**src/rtl/riscv_pkg.sv**
```systemverilog
// Shared RV32 encodings used by the next-PC logic: branch funct3 values,
// the JALR alignment mask and the sequential fetch step.
package riscv_pkg;

    typedef enum logic [2:0] {
        BR_EQ  = 3'b000,
        BR_NE  = 3'b001,
        BR_LT  = 3'b100,
        BR_GE  = 3'b101,
        BR_LTU = 3'b110,
        BR_GEU = 3'b111
    } br_funct3_e;

    // Wide enough for any XLEN up to 64; users slice the low XLEN bits.
    localparam logic [63:0] INSN_ALIGN = ~64'd1;

    localparam int PC_STEP = 4;

    function automatic logic is_reserved_br(input logic [2:0] funct3);
        return (funct3 == 3'b010) || (funct3 == 3'b011);
    endfunction

endpackage

```
**src/rtl/branch_cmp.sv**
```systemverilog
// Pure combinational RV32 branch condition evaluator. Reserved funct3 codes
// never take the branch and are flagged as illegal.
module branch_cmp
    import riscv_pkg::*;
#(
    parameter int XLEN = 32
) (
    input  logic [2:0]      funct3,
    input  logic [XLEN-1:0] rs1,
    input  logic [XLEN-1:0] rs2,
    output logic            cond,
    output logic            illegal
);

    logic w_eq;
    logic w_lt;
    logic w_ltu;

    assign w_eq  = (rs1 == rs2);
    assign w_lt  = ($signed(rs1) < $signed(rs2));
    assign w_ltu = (rs1 < rs2);

    always_comb begin
        cond    = 1'b0;
        illegal = is_reserved_br(funct3);
        case (funct3)
            BR_EQ:   cond = w_eq;
            BR_NE:   cond = ~w_eq;
            BR_LT:   cond = w_lt;
            BR_GE:   cond = ~w_lt;
            BR_LTU:  cond = w_ltu;
            BR_GEU:  cond = ~w_ltu;
            default: cond = 1'b0;
        endcase
    end

endmodule

```
**src/rtl/pc_redirect_unit.sv**
```systemverilog
// Next-PC controller between EX and IF: resolves branches/jumps, owns the fetch
// PC, drives the multi-cycle IF/ID flush and keeps saturating branch statistics.
module pc_redirect_unit
    import riscv_pkg::*;
#(
    parameter int                   XLEN        = 32,
    parameter logic [XLEN-1:0]      RESET_PC    = '0,
    parameter int                   FLUSH_DEPTH = 2,
    parameter int                   CNT_W       = 16
) (
    input  logic             clk,
    input  logic             rst_n,
    input  logic             stall_i,
    input  logic             ex_valid_i,
    input  logic             jump_i,
    input  logic             jalr_i,
    input  logic             branch_i,
    input  logic [2:0]       funct3_i,
    input  logic [XLEN-1:0]  rs1_i,
    input  logic [XLEN-1:0]  rs2_i,
    input  logic [XLEN-1:0]  pc_ex_i,
    input  logic [XLEN-1:0]  imm_i,
    output logic [XLEN-1:0]  pc_o,
    output logic             pc_src_o,
    output logic [XLEN-1:0]  target_o,
    output logic             flush_o,
    output logic             misalign_o,
    output logic             illegal_br_o,
    output logic [CNT_W-1:0] br_cnt_o,
    output logic [CNT_W-1:0] taken_cnt_o
);

    localparam logic [2:0]       FLUSH_INIT = 3'(FLUSH_DEPTH);
    localparam logic [CNT_W-1:0] CNT_MAX    = '1;
    localparam logic [XLEN-1:0]  STEP       = XLEN'(PC_STEP);
    localparam logic [XLEN-1:0]  ALIGN_MASK = INSN_ALIGN[XLEN-1:0];

    logic [XLEN-1:0]  r_pc;
    logic [2:0]       r_flush_cnt;
    logic             r_misalign;
    logic             r_illegal;
    logic [CNT_W-1:0] r_br_cnt;
    logic [CNT_W-1:0] r_taken_cnt;

    logic             w_cond;
    logic             w_illegal;
    logic             w_active;
    logic             w_taken;
    logic             w_misalign;
    logic             w_br_inc;
    logic             w_taken_inc;
    logic [XLEN-1:0]  w_branch_tgt;
    logic [XLEN-1:0]  w_jalr_tgt;

    branch_cmp #(
        .XLEN(XLEN)
    ) u_branch_cmp (
        .funct3  (funct3_i),
        .rs1     (rs1_i),
        .rs2     (rs2_i),
        .cond    (w_cond),
        .illegal (w_illegal)
    );

    // Anything in EX while the flush is active is a wrong-path instruction.
    assign w_active     = ex_valid_i & ~stall_i & ~flush_o;
    assign w_branch_tgt = pc_ex_i + imm_i;
    assign w_jalr_tgt   = (rs1_i + imm_i) & ALIGN_MASK;

    assign target_o   = jalr_i ? w_jalr_tgt : w_branch_tgt;
    assign w_taken    = w_active & (jump_i | jalr_i | (branch_i & w_cond));
    assign w_misalign = w_taken & target_o[1];
    assign pc_src_o   = w_taken & ~target_o[1];

    // A jump sharing the slot with branch_i only bumps the resolved-branch count.
    assign w_br_inc    = branch_i & w_active;
    assign w_taken_inc = w_br_inc & w_cond & ~target_o[1] & ~jump_i & ~jalr_i;

    always_ff @(posedge clk) begin
        if (!rst_n) begin
            r_pc <= RESET_PC;
        end else if (pc_src_o) begin
            r_pc <= target_o;
        end else if (!stall_i) begin
            r_pc <= r_pc + STEP;
        end
    end

    always_ff @(posedge clk) begin
        if (!rst_n) begin
            r_flush_cnt <= 3'd0;
        end else if (pc_src_o) begin
            r_flush_cnt <= FLUSH_INIT;
        end else if (!stall_i && (r_flush_cnt != 3'd0)) begin
            r_flush_cnt <= r_flush_cnt - 3'd1;
        end
    end

    always_ff @(posedge clk) begin
        if (!rst_n) begin
            r_misalign <= 1'b0;
            r_illegal  <= 1'b0;
        end else begin
            r_misalign <= w_misalign;
            r_illegal  <= w_br_inc & w_illegal;
        end
    end

    always_ff @(posedge clk) begin
        if (!rst_n) begin
            r_br_cnt    <= '0;
            r_taken_cnt <= '0;
        end else begin
            if (w_br_inc && (r_br_cnt != CNT_MAX)) begin
                r_br_cnt <= r_br_cnt + 1'b1;
            end
            if (w_taken_inc && (r_taken_cnt != CNT_MAX)) begin
                r_taken_cnt <= r_taken_cnt + 1'b1;
            end
        end
    end

    assign pc_o         = r_pc;
    assign flush_o      = (r_flush_cnt != 3'd0);
    assign misalign_o   = r_misalign;
    assign illegal_br_o = r_illegal;
    assign br_cnt_o     = r_br_cnt;
    assign taken_cnt_o  = r_taken_cnt;

endmodule

```
**config.mk**
```make
export PLATFORM = sky130hd
export DESIGN_NAME = pc_redirect_unit
export DESIGN_NICKNAME = d
export VERILOG_FILES = /design/src/rtl/riscv_pkg.sv /design/src/rtl/branch_cmp.sv /design/src/rtl/pc_redirect_unit.sv
export SDC_FILE = /design/constraint.sdc
export NUM_CORES = 1
export LEC_CHECK = 0
export BUFFER_PORTS_ARGS = -buffer_cell sky130_fd_sc_hd__buf_2
export CORE_MARGIN = 5
export CORE_UTILIZATION = 58
export DETAILED_ROUTE_END_ITERATION = 8
export PLACE_DENSITY_LB_ADDON = 0.1
export SLEW_MARGIN = 40
export SYNTH_ARGS = -nofsm -noshare
export SYNTH_HDL_FRONTEND = slang
export SYNTH_SLANG_ARGS = --single-unit
```
**constraint.sdc**
```tcl
create_clock -name clk -period 4.6 [get_ports clk]
set_input_delay 0.23 -clock clk [delete_from_list [all_inputs] [get_ports clk]]
set_output_delay 0.23 -clock clk [all_outputs]
set_load 0.02 [all_outputs]
```
==> results by group, run 1 <==
Run status
  – Status: finished clean

STA
  – Final Cycle Share: 0.848
  – Post-Route Setup TNS: 0 ps
  – Hold slack: between 100 and 150 ps
  – Skew final: around 4.7 ps
  – Slew margin rel.: 0.520
  – Fmax: roughly 260 MHz
  – Slew Viols, Final: 0
  – Final Hold Viols: 0
  – Transition time of the tightest slew-check pin: just over 700 ps
  – Crit path time final: 3900 ps
  – Final setup violation count: 0
  – RSZ-0062 raised after global routing: no

Yosys
  – Synth cell types: 75
  – Top cell type's share of synthesized area: 0.175
  – Avg Cell Area, Syn: 7.69 µm²
  – Synth Area in XOR/XNOR: 0.107
  – Register area share after synthesis: 0.175
  – Netlist Area Pre-Place: 7910 µm²
  – Simple-gate area share of the yosys netlist: 0.222
  – Adder-Cell Fraction of Synth Area: 0.160
  – Post-synthesis compound-gate area fraction: 0.273
  – Syn Inst Count: 1028
  – Ys async rst share: 0
  – Top post-synthesis cells by area: dfxtp_1 (17%), ha_1 (16%), xnor2_1 (6.1%)
  – Largest family of logic cells by synthesized area: compound AO/OA/AOI/OAI gates
  – Flops & latches, synth: 69
  – Post-synth EDFFs: 0
  – Top cell type by total area after synthesis: dfxtp_1
  – Post-synth top flop: dfxtp_1
  – Yosys warning total: 0
  – Multiplexer area fraction after synthesis: 0.0116
  – Post-Syn Nets: 1266

Clock tree
  – CTS sink count: 69
  – CTS tree: built
  – CTS Hold Buffers Added: 0
  – Post-CTS Setup Repair Bufs: 0
  – Htree depth: 3
  – CTS Root Cell: clkbuf_16
  – CTS resizes: 0
  – Clk Latency, worst-skew pair: roughly 340 ps
  – Clk buf depth: 2
  – CTS buffer count: 9
  – Clock transition at path regs: 60 ps

Die
  – Die width: 127 µm
  – CORE AREA: 13300 µm²
  – Initial Util: 0.595
  – DIE AREA: 16100 µm²
  – I/O Pins: 238
  – Die Ht: 127 µm
  – FP Rows: 42

Critical path
  – Critical Path Sink: pc_src_o
  – Crit path DAT: ~3700 ps
  – Worst setup startpoint: r_flush_cnt[0]$_SDFFE_PP0P_
  – Cell depth of the worst flop-to-flop path: 10
  – R2r setup slk: 1040 ps
  – Data required, critical path: 4370 ps
  – CP max FO: 28
  – CP Launch Type: flip-flop
  – Worst Setup End Kind: output port
  – RR Endpoint: pc_o[21]$_SDFFE_PN0P_
  – R2R Path Start: r_flush_cnt[0]$_SDFFE_PP0P_
  – Setup CP Type: reg2out

Detailed routing
  – DR WL/cell: 17.4 µm
  – Detailed-route wire length: 24.9 mm
  – Final ANT Viol Nets: 0
  – Starting DRT DRC Count: 655
  – DRT Pass-1 Iters: 5
  – DR vias/cell: 6.05
  – Vias: 8667
  – DRC: 0

Global route
  – Vias in the first global route: 8236
  – Antenna violations before repair: 0
  – Pin count of the biggest net entering global routing: 54
  – Grt ovf: 0
  – GR Util All Layers: 0.300
  – Global-route wire length before repair: between 30 and 40 mm

Finish
  – N_diodes: 0
  – Finished Core Util: 0.717
  – Ratio of cells with drive above 1 in the final layout: 0.240
  – Final net count: 1490
  – Layout area overhead: 20.5%

Job
  – Max-cap violations: 0

Power and ir drop
  – Worst VDD drop: 0.195 mV
  – Leak pwr: 4.50 nW
  – Pwr/cell area: between 200 and 300 nW/µm²

Placed design
  – Routability cong.: 1.08
  – HPWL after detailed placement: 20.3 mm
  – I/O Buffers: approximately 240

Worst hold path
  – Tightest Hold Check Type: in2reg
-- final cells by class --
cell class                      instances  area (µm²)
Timing Repair Buffer                  240        1220
Fill cell                            1152        3770
Clock inverter                          5        83.8
Tap cell                              176         220
Multi-Input combinational cell        870        6140
Clock buffer                           11         243
Sequential cell                        69        1380
Inverter                               62         238
-- kinds of logic after synthesis --
group / after synthesis
buffers and inverters: 89
adders and majority gates: 100
muxes: 9
and+or+nand+nor: 361
xor gates and xnor gates: 97
AOI/OAI and AO/OA: 303
DFF: 69
-- worst min-delay path by stage --
stage | start | endpoint | slack [ps] | depth (start not counted)
finish | funct3_i[2] | illegal_br_o$_SDFF_PN0_ | 130 | 2
global route | funct3_i[2] | illegal_br_o$_SDFF_PN0_ | 150 | 2
CTS | funct3_i[2] | illegal_br_o$_SDFF_PN0_ | 130 | 2
detailed placement | pc_o[0]$_SDFFE_PN0P_ | pc_o[0]$_SDFFE_PN0P_ | 470 | 2
global placement | pc_o[0]$_SDFFE_PN0P_ | pc_o[0]$_SDFFE_PN0P_ | 450 | 2
floorplan | funct3_i[2] | illegal_br_o$_SDFF_PN0_ | 310 | 1
-- metrics by stage --
stage          worst slack (ps)  power (mW)  std cells  instance area (µm²)
6_report                    698        2.72       1433                 9530
5_1_grt                     625        2.87       1433                 9530
4_1_cts                     729        2.71       1433                 9530
3_5_place_dp                833        1.96       1417                 9200
3_3_place_gp                910        1.94       1417                 9190
2_1_floorplan              1700        1.58       1028                 7910
-- flip-flops by register name, indices dropped and copies added (netlist names) --
register      cells
pc_o             32
illegal_br_o      1
misalign_o        1
br_cnt_o         16
r_flush_cnt       3
taken_cnt_o      16
-- report_power, final --
part	internal (mW)	total, mW	switching [mW]
Clock	0.490	0.751	0.261
Combinational	0.482	1.25	0.771
Sequential	0.657	0.713	0.0561
-- metal layers --
layer  vias to the layer above  GRT usage  share of wire
met4                         0      0.122          0.037
met1                      4002      0.391           0.43
li1                       4203          -              -
met5                         -          0              0
met2                       383      0.482           0.45
met3                        79     0.0622          0.085
-- critical path: stages, from the launching register on --
cell     delay, ps
dfxtp_1        320
inv_1           80
ha_1           170
nand2_1         90
nor3b_1        530
nand2_1        250
or4_1          840
a31o_2         600
inv_4          250
buf_2          200
-- layout by cell type (no fill, tap or decap), drive strengths merged, types with 11 or more instances in the layout --
cell,n
clkbuf,11
xnor2,55
dfxtp,69
a2111oi,11
nor2,90
nor2b,12
a21o,23
xor2,42
ha,98
o21ai,59
nand3,34
buf,240
a211oi,31
a31oi,20
inv,62
or3,11
a21oi,90
nand4,16
nor3,21
nand2,108
and3,17
-- cell usage after synthesis, types with 7 or more instances --
library cell and number:
and3_1 17, buf_6 8, mux2i_1 8, xnor2_1 55, o31ai_1 7, xor2_1 42
o211a_1 8, nand2_1 108, nor2_1 90, a21oi_1 87, o21ai_0 56, and2_1 9
nor3_1 20, a31oi_1 20, a21o_1 23, nand4_1 16, nand2b_1 10, inv_1 60
nand3_1 34, a211oi_1 18, a211oi_2 13, dfxtp_1 69, nor2b_1 12, o21a_1 9
clkbuf_1 16, ha_1 98, or3_1 11, and4_1 9
No activity file was read; power rests on OpenSTA's default activity.
==> run 2: changes to the inputs <==
--- a/config.mk
+++ b/config.mk
@@ -5,9 +5,10 @@
 export SDC_FILE = /design/constraint.sdc
 export NUM_CORES = 1
 export LEC_CHECK = 0
+export ABC_AREA = 1
 export BUFFER_PORTS_ARGS = -buffer_cell sky130_fd_sc_hd__buf_2
 export CORE_MARGIN = 5
-export CORE_UTILIZATION = 58
+export CORE_UTILIZATION = 55
 export DETAILED_ROUTE_END_ITERATION = 8
 export PLACE_DENSITY_LB_ADDON = 0.1
 export SLEW_MARGIN = 40
==> constraint.sdc (replaced) <==
create_clock -name clk -period 3.6 [get_ports clk]
set_input_delay 0.18 -clock clk [delete_from_list [all_inputs] [get_ports clk]]
set_output_delay 0.18 -clock clk [all_outputs]
set_load 0.02 [all_outputs]
==> run 2 against run 1 <==
Setup slack worse by 93 ps. Global-route usage up 0.28 points. Register-to-register slack better by 150 ps. Count of clock-buffer cells in the layout up 3. Critical path type is now in2out. Largest cell class unchanged.
==> results by group, run 2 <==
Run status
  – Status: finished clean (unchanged)

Clock tree
  – CTS sink count: 69 (unchanged)
  – CTS Root Cell: clkbuf_16 (unchanged)
  – CTS tree: built (unchanged)
  – Clk buf depth: 2 (unchanged)
  – Htree depth: 3 (unchanged)
  – Clk Latency, worst-skew pair: 340 ps (about the same)
  – CTS resizes: 0 (unchanged)
  – CTS Hold Buffers Added: 0 (unchanged)
  – Clock transition at path regs: 50 ps (was 60 ps)
  – Post-CTS Setup Repair Bufs: 0 (unchanged)
  – CTS buffer count: 9 (unchanged)

Critical path
  – Slowest-stage cell, CP: ha_1 (was or4_1)
  – Worst Setup End Kind: output port (unchanged)
  – Data required, critical path: 3420 ps (was 4370 ps)
  – R2r setup slk: 1190 ps (was 1040 ps)
  – Cell depth of the worst flop-to-flop path: 17 (was 10)
  – Crit path DAT: 2810 ps (was 3670 ps)
  – CP max FO: 31 (was 28)
  – R2R Path Start: r_flush_cnt[0]$_SDFFE_PP0P_ (unchanged)
  – Worst path cell trace: buf_2 > ha_1 > nand2_1 > nor2_1 > nand4_1 > nor2_1 > a21oi_1 > nor3_1 > a21oi_2 > nand2_2 > nand2_2 > nand2_4 > nand2_4 > inv_2 > buf_2 (was inv_1 > ha_1 > nand2_1 > nor3b_1 > nand2_1 > or4_1 > a31o_2 > inv_4 > buf_2)
  – CP Launch Type: primary input (was flip-flop)
  – RR Endpoint: br_cnt_o[15]$_SDFFE_PN0P_ (was pc_o[21]$_SDFFE_PN0P_)
  – CP max stage delay: 300 ps (was 840 ps)
  – Setup CP Type: in2out (was reg2out)

Placed design
  – Routability cong.: 0.992 (was 1.08)
  – Placed cell count: 1857 (was 1417)
  – HPWL after detailed placement: 24.2 mm (was 20.3 mm)
  – I/O Buffers: 237 (unchanged)

Detailed routing
  – DRT Pass-1 Iters: 7 (was 5)
  – M1 WL: 12.6 mm (was 10.7 mm)
  – Routed wl met3: 2.39 mm (was 2.13 mm)
  – Final ANT Viol Nets: 0 (unchanged)
  – Highest Signal Layer: met4 (unchanged)
  – DR WL/cell: 15.5 µm (was 17.4 µm)
  – Detailed-route wire length: 29.0 mm (was 24.9 mm)
  – Vias: 10.4k (was 8667)
  – DR vias/cell: 5.55 (was 6.05)
  – Starting DRT DRC Count: 607 (was 655)
  – DRC: 0 (unchanged)
  – Metal2 WL: 13.4 mm (was 11.2 mm)

Worst hold path
  – Cell depth of the worst hold path: 3 (was 2)
  – Hold Path Sink: illegal_br_o$_SDFF_PN0_ (unchanged)
  – Hold Crit Start: funct3_i[1] (was funct3_i[2])
  – Tightest Hold Check Type: in2reg (unchanged)

STA
  – Skew final: 5.11 ps (was 4.67 ps)
  – Crit path time final: 2990 ps
  – Transition time of the tightest slew-check pin: 777 ps (was 720 ps)
  – Final Hold Viols: 0 (unchanged)
  – RSZ-0062 raised after global routing: no (unchanged)
  – Hold slack: 126 ps (was 134 ps)
  – Final setup violation count: 0 (unchanged)
  – Fmax: roughly 330 MHz
  – Final Cycle Share: 0.832
  – Slew margin rel.: 0.481 (was 0.520)
  – Post-Route Setup TNS: 0 ps (unchanged)
  – Slew Viols, Final: 0 (unchanged)

Yosys
  – Register area share after synthesis: 0.159 (was 0.175)
  – Top-count cell post-synth: nand2_1 (unchanged)
  – Top post-synthesis cells by area: dfxtp_1 (16%), ha_1 (14%), nand2_1 (14%) (was dfxtp_1 (17%), ha_1 (16%), xnor2_1 (6.1%))
  – Netlist Area Pre-Place: 8690 µm² (was 7910 µm²)
  – Avg Cell Area, Syn: 6.10 µm² (was 7.69 µm²)
  – Post-Syn Nets: 1664 (was 1266)
  – Top cell type by total area after synthesis: dfxtp_1 (unchanged)
  – Yosys warning total: 0 (unchanged)
  – Top cell type's share of synthesized area: 0.159 (was 0.175)
  – Post-synth EDFFs: 0 (unchanged)
  – Synth cell types: 50 (was 75)
  – Post-synth top flop: dfxtp_1 (unchanged)
  – Flops & latches, synth: 69 (unchanged)
  – Syn Inst Count: 1426 (was 1028)
  – Commonest cells post-synth: nand2_1 (325), inv_1 (185), a21oi_1 (160), nor2_1 (137) (was nand2_1 (108), ha_1 (98), nor2_1 (90), a21oi_1 (87), dfxtp_1 (69))
  – Ys async rst share: 0 (unchanged)

Die
  – Initial Util: 0.553 (was 0.595)
  – I/O Pins: 238 (unchanged)
  – CORE AREA: 15700 µm² (was 13300 µm²)
  – Die Ht: 136 µm (was 127 µm)
  – Die width: 136 µm (was 127 µm)
  – DIE AREA: 18400 µm² (was 16100 µm²)
  – FP Rows: 46 (was 42)

Global route
  – Vias in the first global route: 9489 (was 8236)
  – Global-route wire length before repair: 45.3 mm (was 39.8 mm)
  – Pin count of the biggest net entering global routing: 72 (was 54)
  – Antenna violations before repair: 0 (unchanged)
  – GR Util All Layers: 0.302 (was 0.300)
  – Grt ovf: 0 (unchanged)

Power and ir drop
  – Pwr/cell area: 310 nW/µm² (was 285 nW/µm²)
  – Worst VDD drop: 0.272 mV (was 0.195 mV)
  – Final Total Pwr: 3.20 mW (was 2.72 mW)
  – Leak pwr: 5.26 nW (was 4.50 nW)

Finish
  – Ratio of cells with drive above 1 in the final layout: 0.178 (was 0.240)
  – N_diodes: 0 (unchanged)
  – Layout area overhead: 18.9% (was 20.5%)
  – Fin cells: 1872 (was 1433)
  – Commonest non-fill, non-tap cell in the layout: nand2_1 (was buf_2)
  – Max reg flops: 32 (unchanged)
  – Commonest cells after routing, fill and taps aside: nand2_1 (325), buf_2 (237), inv_1 (185) (was buf_2 (236), nand2_1 (108), ha_1 (98))
  – Final net count: 1890 (was 1490)

Job
  – Max-cap violations: 0 (unchanged)
==> run 2: kinds of logic (layout without fill, tap and decap cells) <==
family | Yosys count | after routing | share of synthesized area
AOI/OAI and AO/OA | 308 | 308 | 0.191
adders and majority gates | 100 | 100 | 0.146
buffers and inverters | 217 | 447 | 0.0990
xor gates and xnor gates | 51 | 51 | 0.0514
and+or+nand+nor | 681 | 681 | 0.354
DFF | 69 | 69 | 0.159
==> run 2: worst max path at each step <==
stage                     from               endpoint  slack, ps  cells past startpoint
floorplan           pc_ex_i[0]  pc_o[30]$_SDFFE_PN0P_       1080                     12
global placement      rs1_i[7]               pc_src_o        660                     15
detailed placement    rs1_i[7]               pc_src_o        600                     15
CTS                   rs1_i[7]               pc_src_o        580                     15
global route          rs1_i[7]               pc_src_o        350                     15
finish                rs1_i[7]               pc_src_o        610                     15
==> run 2: cell type report <==
class	instances	area [µm²]
Tap cell	216	270
Clock buffer	14	274
Fill cell	1530	5380
Inverter	188	711
Clock inverter	1	5.00
Multi-Input combinational cell	1140	6450
Sequential cell	69	1380
Timing Repair Buffer	244	1240
==> run 2: critical path: cells and delay by family <==
family,cells,cell delay (ps)
buffers and inverters,3,610
AOI/OAI and AO/OA,2,190
adders and majority gates,1,300
and+or+nand+nor,9,1520
==> run 2: power breakdown <==
| group | total (mW) | switching, mW | internal, mW |
|---|---|---|---|
| logic | 1.51 | 1.01 | 0.507 |
| clock network | 0.830 | 0.312 | 0.518 |
| registers | 0.863 | 0.0471 | 0.816 |
==> run 2: routing by layer <==
metal | vias up | track usage
li1 | 5243 | -
met1 | 4672 | 0.408
met2 | 417 | 0.504
met3 | 56 | 0.0420
met4 | 0 | 0.0868
met5 | - | 0
==> run 2: stage by stage <==
| stage | setup slack [ps] | area [µm²] | utilization |
|---|---|---|---|
| after CTS | 584 | 10300 | 0.658 |
| after floorplan | 1080 | 8690 | - |
| after detailed placement | 599 | 10100 | 0.640 |
| after global placement | 658 | 10100 | 0.640 |
| final | 606 | 10300 | 0.658 |
| after global routing | 354 | 10300 | 0.658 |
